## src/rtl/uart_cmd_decoder_pkg.sv

```systemverilog
// Shared command encodings, ASCII constants and FSM states for the UART command decoder.
// The game engine imports this package to interpret o_cmd.
package uart_cmd_decoder_pkg;

  localparam logic [2:0] CMD_UP      = 3'd0;
  localparam logic [2:0] CMD_DOWN    = 3'd1;
  localparam logic [2:0] CMD_LEFT    = 3'd2;
  localparam logic [2:0] CMD_RIGHT   = 3'd3;
  localparam logic [2:0] CMD_RESTART = 3'd4;

  localparam logic [7:0] ASCII_ESC    = 8'h1B;
  localparam logic [7:0] ASCII_LBRACK = 8'h5B;
  localparam logic [7:0] ASCII_O      = 8'h4F;
  localparam logic [7:0] ASCII_A      = 8'h41;
  localparam logic [7:0] ASCII_B      = 8'h42;
  localparam logic [7:0] ASCII_C      = 8'h43;
  localparam logic [7:0] ASCII_D      = 8'h44;

  localparam logic [1:0] ST_IDLE = 2'd0;
  localparam logic [1:0] ST_ESC1 = 2'd1;
  localparam logic [1:0] ST_ESC2 = 2'd2;

  typedef struct packed {
    logic       hit;
    logic [2:0] cmd;
  } key_t;

  // Plain keystroke map used in IDLE and when ESC1 reprocesses a byte.
  function automatic key_t key_decode(input logic [7:0] b);
    key_t k;
    k.hit = 1'b1;
    k.cmd = CMD_UP;
    case (b)
      8'h77, 8'h57, 8'h6B: k.cmd = CMD_UP;      // w W k
      8'h73, 8'h53, 8'h6A: k.cmd = CMD_DOWN;    // s S j
      8'h61, 8'h41, 8'h68: k.cmd = CMD_LEFT;    // a A h
      8'h64, 8'h44, 8'h6C: k.cmd = CMD_RIGHT;   // d D l
      8'h72, 8'h52:        k.cmd = CMD_RESTART; // r R
      default:             k.hit = 1'b0;
    endcase
    return k;
  endfunction

  // Final byte of an ANSI arrow sequence.
  function automatic key_t arrow_decode(input logic [7:0] b);
    key_t k;
    k.hit = 1'b1;
    k.cmd = CMD_UP;
    case (b)
      ASCII_A: k.cmd = CMD_UP;
      ASCII_B: k.cmd = CMD_DOWN;
      ASCII_C: k.cmd = CMD_RIGHT;
      ASCII_D: k.cmd = CMD_LEFT;
      default: k.hit = 1'b0;
    endcase
    return k;
  endfunction

endpackage

```

## src/rtl/uart_cmd_slot.sv

```systemverilog
// One-entry valid/ready command holding register with a saturating count of
// commands discarded because the slot was full and not being drained.
module uart_cmd_slot #(
  parameter int unsigned DROP_W = 8
) (
  input  logic              clk,
  input  logic              rst,
  input  logic              load_valid,
  input  logic [2:0]        load_cmd,
  input  logic              cmd_ready,
  output logic              cmd_valid,
  output logic [2:0]        cmd,
  output logic [DROP_W-1:0] drop_cnt
);

  logic              valid_q, valid_d;
  logic [2:0]        cmd_q, cmd_d;
  logic [DROP_W-1:0] drop_q, drop_d;

  always_comb begin
    valid_d = valid_q;
    cmd_d   = cmd_q;
    drop_d  = drop_q;
    if (load_valid) begin
      // A draining slot can take the new command in the same cycle.
      if (!valid_q || cmd_ready) begin
        valid_d = 1'b1;
        cmd_d   = load_cmd;
      end else if (drop_q != {DROP_W{1'b1}}) begin
        drop_d = drop_q + 1'b1;
      end
    end else if (valid_q && cmd_ready) begin
      valid_d = 1'b0;
    end
  end

  always_ff @(posedge clk) begin
    if (rst) begin
      valid_q <= 1'b0;
      cmd_q   <= 3'd0;
      drop_q  <= '0;
    end else begin
      valid_q <= valid_d;
      cmd_q   <= cmd_d;
      drop_q  <= drop_d;
    end
  end

  assign cmd_valid = valid_q;
  assign cmd       = cmd_q;
  assign drop_cnt  = drop_q;

endmodule

```

## src/rtl/uart_cmd_decoder.sv

```systemverilog
// Decodes received UART bytes (WASD, HJKL, ANSI arrows, restart) into 2048 game
// commands, presented one at a time on a valid/ready interface.
module uart_cmd_decoder
  import uart_cmd_decoder_pkg::*;
#(
  parameter int unsigned ESC_TIMEOUT = 1000000,
  parameter int unsigned DROP_W      = 8
) (
  input  logic              clk,
  input  logic              rst,
  input  logic [7:0]        i_rx_data,
  input  logic              i_rx_valid,
  output logic              o_cmd_valid,
  output logic [2:0]        o_cmd,
  input  logic              i_cmd_ready,
  output logic [DROP_W-1:0] o_drop_cnt,
  output logic              o_esc_err
);

  localparam int unsigned TW = $clog2(ESC_TIMEOUT);
  localparam logic [TW-1:0] TIMER_MAX = TW'(ESC_TIMEOUT - 1);

  logic [1:0]    state_q, state_d;
  logic [TW-1:0] timer_q, timer_d;
  logic          err_q, err_d;
  logic          dec_valid;
  logic [2:0]    dec_cmd;
  key_t          key, arrow;

  assign key   = key_decode(i_rx_data);
  assign arrow = arrow_decode(i_rx_data);

  always_comb begin
    state_d   = state_q;
    timer_d   = '0;
    err_d     = 1'b0;
    dec_valid = 1'b0;
    dec_cmd   = key.cmd;
    case (state_q)
      ST_IDLE: begin
        if (i_rx_valid) begin
          if (i_rx_data == ASCII_ESC) begin
            state_d = ST_ESC1;
          end else begin
            dec_valid = key.hit;
          end
        end
      end
      ST_ESC1: begin
        if (i_rx_valid) begin
          if (i_rx_data == ASCII_LBRACK || i_rx_data == ASCII_O) begin
            state_d = ST_ESC2;
          end else if (i_rx_data != ASCII_ESC) begin
            // Abandon the sequence but still honour the byte as a plain key.
            state_d   = ST_IDLE;
            err_d     = 1'b1;
            dec_valid = key.hit;
          end
        end else if (timer_q == TIMER_MAX) begin
          state_d = ST_IDLE;
          err_d   = 1'b1;
        end else begin
          timer_d = timer_q + 1'b1;
        end
      end
      ST_ESC2: begin
        if (i_rx_valid) begin
          if (i_rx_data == ASCII_ESC) begin
            state_d = ST_ESC1;
            err_d   = 1'b1;
          end else begin
            state_d   = ST_IDLE;
            err_d     = !arrow.hit;
            dec_valid = arrow.hit;
            dec_cmd   = arrow.cmd;
          end
        end else if (timer_q == TIMER_MAX) begin
          state_d = ST_IDLE;
          err_d   = 1'b1;
        end else begin
          timer_d = timer_q + 1'b1;
        end
      end
      default: state_d = ST_IDLE;
    endcase
  end

  always_ff @(posedge clk) begin
    if (rst) begin
      state_q <= ST_IDLE;
      timer_q <= '0;
      err_q   <= 1'b0;
    end else begin
      state_q <= state_d;
      timer_q <= timer_d;
      err_q   <= err_d;
    end
  end

  assign o_esc_err = err_q;

  uart_cmd_slot #(
    .DROP_W(DROP_W)
  ) u_slot (
    .clk       (clk),
    .rst       (rst),
    .load_valid(dec_valid),
    .load_cmd  (dec_cmd),
    .cmd_ready (i_cmd_ready),
    .cmd_valid (o_cmd_valid),
    .cmd       (o_cmd),
    .drop_cnt  (o_drop_cnt)
  );

endmodule

```

## config.mk

```make
export PLATFORM = sky130hd
export DESIGN_NAME = uart_cmd_decoder
export DESIGN_NICKNAME = d
export VERILOG_FILES = /design/src/rtl/uart_cmd_decoder_pkg.sv /design/src/rtl/uart_cmd_slot.sv /design/src/rtl/uart_cmd_decoder.sv
export SDC_FILE = /design/constraint.sdc
export NUM_CORES = 1
export LEC_CHECK = 0
export ABC_AREA = 0
export ABC_CLOCK_PERIOD_IN_PS = 3900
export CAP_MARGIN = 20
export CELL_PAD_IN_SITES_DETAIL_PLACEMENT = 1
export CELL_PAD_IN_SITES_GLOBAL_PLACEMENT = 2
export CORE_AREA = 2 2 79 81
export CTS_CLUSTER_DIAMETER = 100
export DETAILED_ROUTE_END_ITERATION = 12
export DIE_AREA = 0 0 81 83
export HOLD_SLACK_MARGIN = 0.05
export PLACE_DENSITY = 0.9
export SYNTH_ARGS = -nofsm -noshare
export SYNTH_HDL_FRONTEND = slang
export SYNTH_SLANG_ARGS = --single-unit
```

## constraint.sdc

```tcl
create_clock -name clk -period 3.9 [get_ports clk]
set_clock_uncertainty 0.2 [all_clocks]
set_input_delay 0.39 -clock clk [delete_from_list [all_inputs] [get_ports clk]]
set_output_delay 0.39 -clock clk [all_outputs]
set_load 0.01 [all_outputs]
```

Yosys cells after proc, flatten, opt, wreduce, memory -nomap -nowiden
Index checks and enable logic that the tools add are counted.

Flip-flop bits (word level): 35. Input port bits: 12. Output and inout bits: 13. Logic and storage cells: 91.

$add $sub $neg: 2. Equal/unequal tests: 28. Multiplexer cells: 34. Bitwise logic cells: 2. Reductions and logical operators: 19.

Operators with widths (number): 8-bit by 7-bit == test with 1-bit output (second input constant) (18); 20-bit by 1-bit adder with 20-bit output (second input constant) (1); 20-bit == test (second input constant) (1); 1-bit 2-to-1 mux (19); 2-bit 2-to-1 mux (7); 14-bit OR reduction (1); 2-bit case mux with 3 select lines (2); 3-bit case mux with 4 select lines (1); 3-bit 2-to-1 mux (3); 3-bit OR reduction (3); 8-bit by 1-bit adder with 8-bit output (second input constant) (1); 8-bit by 5-bit == test with 1-bit output (second input constant) (1); 8-bit by 5-bit != test with 1-bit output (second input constant) (1); 8-bit != test (second input constant) (1); 4-bit OR reduction (2); 3-bit AND reduction (2); 2-bit != test (second input constant) (2); 4-bit != test (second input constant) (1); 2-bit AND reduction (2); 2-bit OR reduction (2); 1-bit case mux with 3 select lines (1); 2-bit by 1-bit == test with 1-bit output (second input constant) (1); 2-bit == test (second input constant) (1); 1-bit logical NOT (2); other kinds (7) (9).

Logic depth before layout (Yosys ltp)
Depth in word-level cells: 9. Mapped depth: 8. Depth with buffers taken out: 8.

By module
Synthesis repeated with hierarchy kept, for this count alone.

Cells, all modules: 236. Area total of the unflattened synthesis: 1953.1 um^2.

Modules (own cells, without submodules): uart_cmd_decoder (times used 1, cells each 177, area each 1403.8 um^2, sequential area each 460.4 um^2); uart_cmd_slot (times used 1, cells each 59, area each 549.3 um^2, sequential area each 240.2 um^2).

Least setup slack after synthesis
Ideal clock, no wire load.

Kind: in2reg. Start: input i_rx_data[1]. End: register u_slot.drop_q[5], in the netlist u_slot.drop_cnt[5]. Library setup time: 71 ps. Arrival: 2079 ps. Required time: 3629 ps. Slack: 1550 ps. Stages on the path: 7. Path buffers: 1. Cells stage by stage: buf_2 > or2_4 > a211o_1 > a221oi_2 > a32oi_2 > or4_1 > a21oi_1.

Word-level cells in the longest chain between the ends: 8. Elaborated cells between the ends (all ways): 34. Classes of those cells: eq/ne: 20; mux: 10; reduce/logical: 4.

RTL lines: start: declaration (RTL line uart_cmd_decoder.sv:11) `input logic [7:0] i_rx_data,`; 8-bit by 7-bit == test with 1-bit output (on tied branches) (RTL line uart_cmd_decoder_pkg.sv:33, uart_cmd_decoder_pkg.sv:49); 14-bit OR reduction (no source line); 1-bit 2-to-1 mux (RTL line uart_cmd_decoder_pkg.sv:33) `case (b)`; 1-bit 2-to-1 mux (RTL line uart_cmd_decoder.sv:53) `end else if (i_rx_data != ASCII_ESC) begin`; 1-bit 2-to-1 mux (RTL line uart_cmd_decoder.sv:51) `if (i_rx_data == ASCII_LBRACK || i_rx_data == ASCII_O) begin`; 1-bit 2-to-1 mux (RTL line uart_cmd_decoder.sv:50) `if (i_rx_valid) begin`; 1-bit case mux with 3 select lines * (RTL line uart_cmd_decoder.sv:39) `case (state_q)`; 3-bit AND reduction (no source line) *; end signal: assignment (RTL line uart_cmd_slot.sv:45) `drop_q <= drop_d;`; end: declaration (RTL line uart_cmd_slot.sv:18) `logic [DROP_W-1:0] drop_q, drop_d;`.

Mark *: on every way between the ends. The rest lies on a longest branch, timed or not. A chain may end at the register's enable or synchronous reset.

Worst setup path in the final report
Same ends and word-level chain as after synthesis.

==> metrics.cfg <==
[logic_synthesis]
syn_inst = 249
syn_area_um2 = 2070
async_flop_share_pct = 0
ys_seq_area_share_pct = 33.8
postSynthAreaPerCell_um2 = 8.33
yosysMostFrequentCell = dfxtp_1
synth_warnings = 0
synth_top_area_share_pct = 33.8
synth_edf_count = 0
synthTopCellsByCount = dfxtp_1 (35), nor2_1 (28), nand2_1 (17)
synthTopCellsByArea = dfxtp_1 (34%), nor2_1 (5.1%), xor2_1 (4.6%)
synth-main-ff-cell = dfxtp_1
synth.distinct_cells = 55
ys_ff_latch = 35
synth_nets = 267
yosys.area.top_type = dfxtp_1

[clock_network]
clockBufferDepth = 2
insertion_delay_ns = 0.28
ctsHoldBuffers = 0
cts_root_buf = clkbuf_8
htree_num_levels = 2
clock-sinks = 35
clk_pin_slew_ns = 0.07
post_cts_buffers = 0
cts_tree = done
post_cts_resize_count = 0
cts_inserted_buffers = 5

[routing]
viasPerCell = 5.19
routed_wl_um = 4610
drt-initial-drc-count = 38
ant_nets = 0
drc = 0
wl_per_cell_um = 13.4
vias = 1784
dr.pass1.iters = 4

[sta]
setup_viol = 0
max_freq_mhz = 346
finalMaxSlewViolations = 0
holdWs_ns = 0.247
rsz0062_at_grt = false
hold_viol = 0
max-slew-margin-rel_pct = 50.9
setup-tns-final_ns = 0
worstMarginPinSlew_ns = 0.734
min_period_ns = 2.89
fin_crit_sh_pct = 74.1

[place]
dp_cells = 336
port_buffers = 24
dpl.hpwl_um = 3420
gp_congestion = 0.846

[layout]
nFillCells = 705
stdcell_count = 344
fin_nets = 286
syn_to_final_growth_pct = 17.1
num_antenna_cells = 0
drive_above_1_share_pct = 6.32

[status]
status = finished, final reports clean

[grt]
track_usage_pct = 14.8
grt-ovfl-total = 0
grt_pass1_vias = 1784
grt_pass1_wl_um = 8100
grt_max_degree = 21
antenna_found_initial = 0

[power]
ir_drop_mv = 0.187
p_leak_uw = 0.000817
power_density_nw_per_um2 = 287

[die]
io_pins = 25
core_um2 = 5820
initial_core_util_pct = 35.6
die_area_um2 = 6720
fp.dieH_um = 83
rows = 28
die_w_um = 81

[worst_setup_path]
worst_setup_path_end_kind = register
cp.required_ns = 3.91
rrSetupSlack_ns = 1.63
crit_type = input pin to register
crit_arrival_ns = 2.90
worst-path-max-fanout = 13
critPathLaunchType = input pin

[job]
cap_violations = 0

[hold_path]
min_path_type = register to register

## path summary, 6_finish.rpt
path	to	startpoint	cells past startpoint
worst max-delay path	u_slot.drop_cnt[5]	i_rx_data[1]	7
worst min-delay path	timer_q[0]	timer_q[0]	1
worst max register to register	timer_q[2]	timer_q[2]	5
worst min register to register	timer_q[0]	timer_q[0]	1
## critical path, cell delays in order
cell and delay [ns]:
clkdlybuf4s50_1 0.66, nand2b_1 0.20, a211o_1 0.34, a221oi_2 0.36
a32oi_2 0.23, or4_1 0.57, a21oi_1 0.14
## area by class of cell
class                   count  area (um2)  area share, %
flip-flops and latches     35         701           28.9
well taps                  75        93.8           3.87
repair buffers             24         240           9.90
multi-input cells         191        1250           51.5
clock buffers               8         100           4.12
inverters                  11        41.3           1.70
## cell usage in the layout (no fill, tap or decap), types with 3 or more instances in the layout
cell,count
a31oi_1,3
xor2_1,11
nand2_1,17
clkbuf_8,7
and4_1,3
dfxtp_1,35
nand4_1,5
a21oi_1,15
nand3_1,11
clkdlybuf4s50_1,24
nor3b_1,3
nand2b_1,3
nor4b_1,3
and3_1,11
and2_1,5
or4_1,6
xnor2_1,9
inv_1,11
nand4b_1,3
o21ai_1,6
o31ai_1,3
nor2_1,28
ha_1,6
nor3_1,6
## logic make-up after synthesis
logic type,count (synthesis),share of synthesized area [%]
flops,35,33.8
buf+inv,23,5.85
mux,3,1.51
simple gates,115,30.8
xor+xnor,20,8.45
compound gates,47,15.9
fa+ha+maj,6,3.62
## metal layers
metal | global-route usage [%] | wire, um
met2 | 22.9 | 2060
met3 | 4.89 | 166
met5 | 0 | 0
met4 | 3.08 | 21
met1 | 20.1 | 2360
## stage by stage
stage	total power (uW)	setup slack (ns)	area [um2]	utilization (%)
global placement	420	0.797	2330	40.0
global route	727	0.819	2430	41.7
CTS	707	1.01	2430	41.7
detailed placement	421	0.723	2330	40.0
finish	697	1.01	2430	41.7
floorplan	403	1.55	2070	-
## power breakdown
group / leakage, uW / switching [uW] / internal, uW / total (uW)
clock network: 0.0000515 / 123 / 161 / 284
registers: 0.000282 / 0.405 / 358 / 358
logic: 0.000484 / 31.1 / 23.2 / 54.2
total: 0.000817 / 155 / 542 / 697
## registers in the layout (all words and copies together), names as in the netlist
| name | flops |
|---|---|
| o_esc_err | 1 |
| timer_q | 20 |
| u_slot.cmd | 3 |
| u_slot.drop_cnt | 8 |
| u_slot.cmd_valid | 1 |
| state_q | 2 |
No activity file was read; power rests on OpenSTA's default activity.
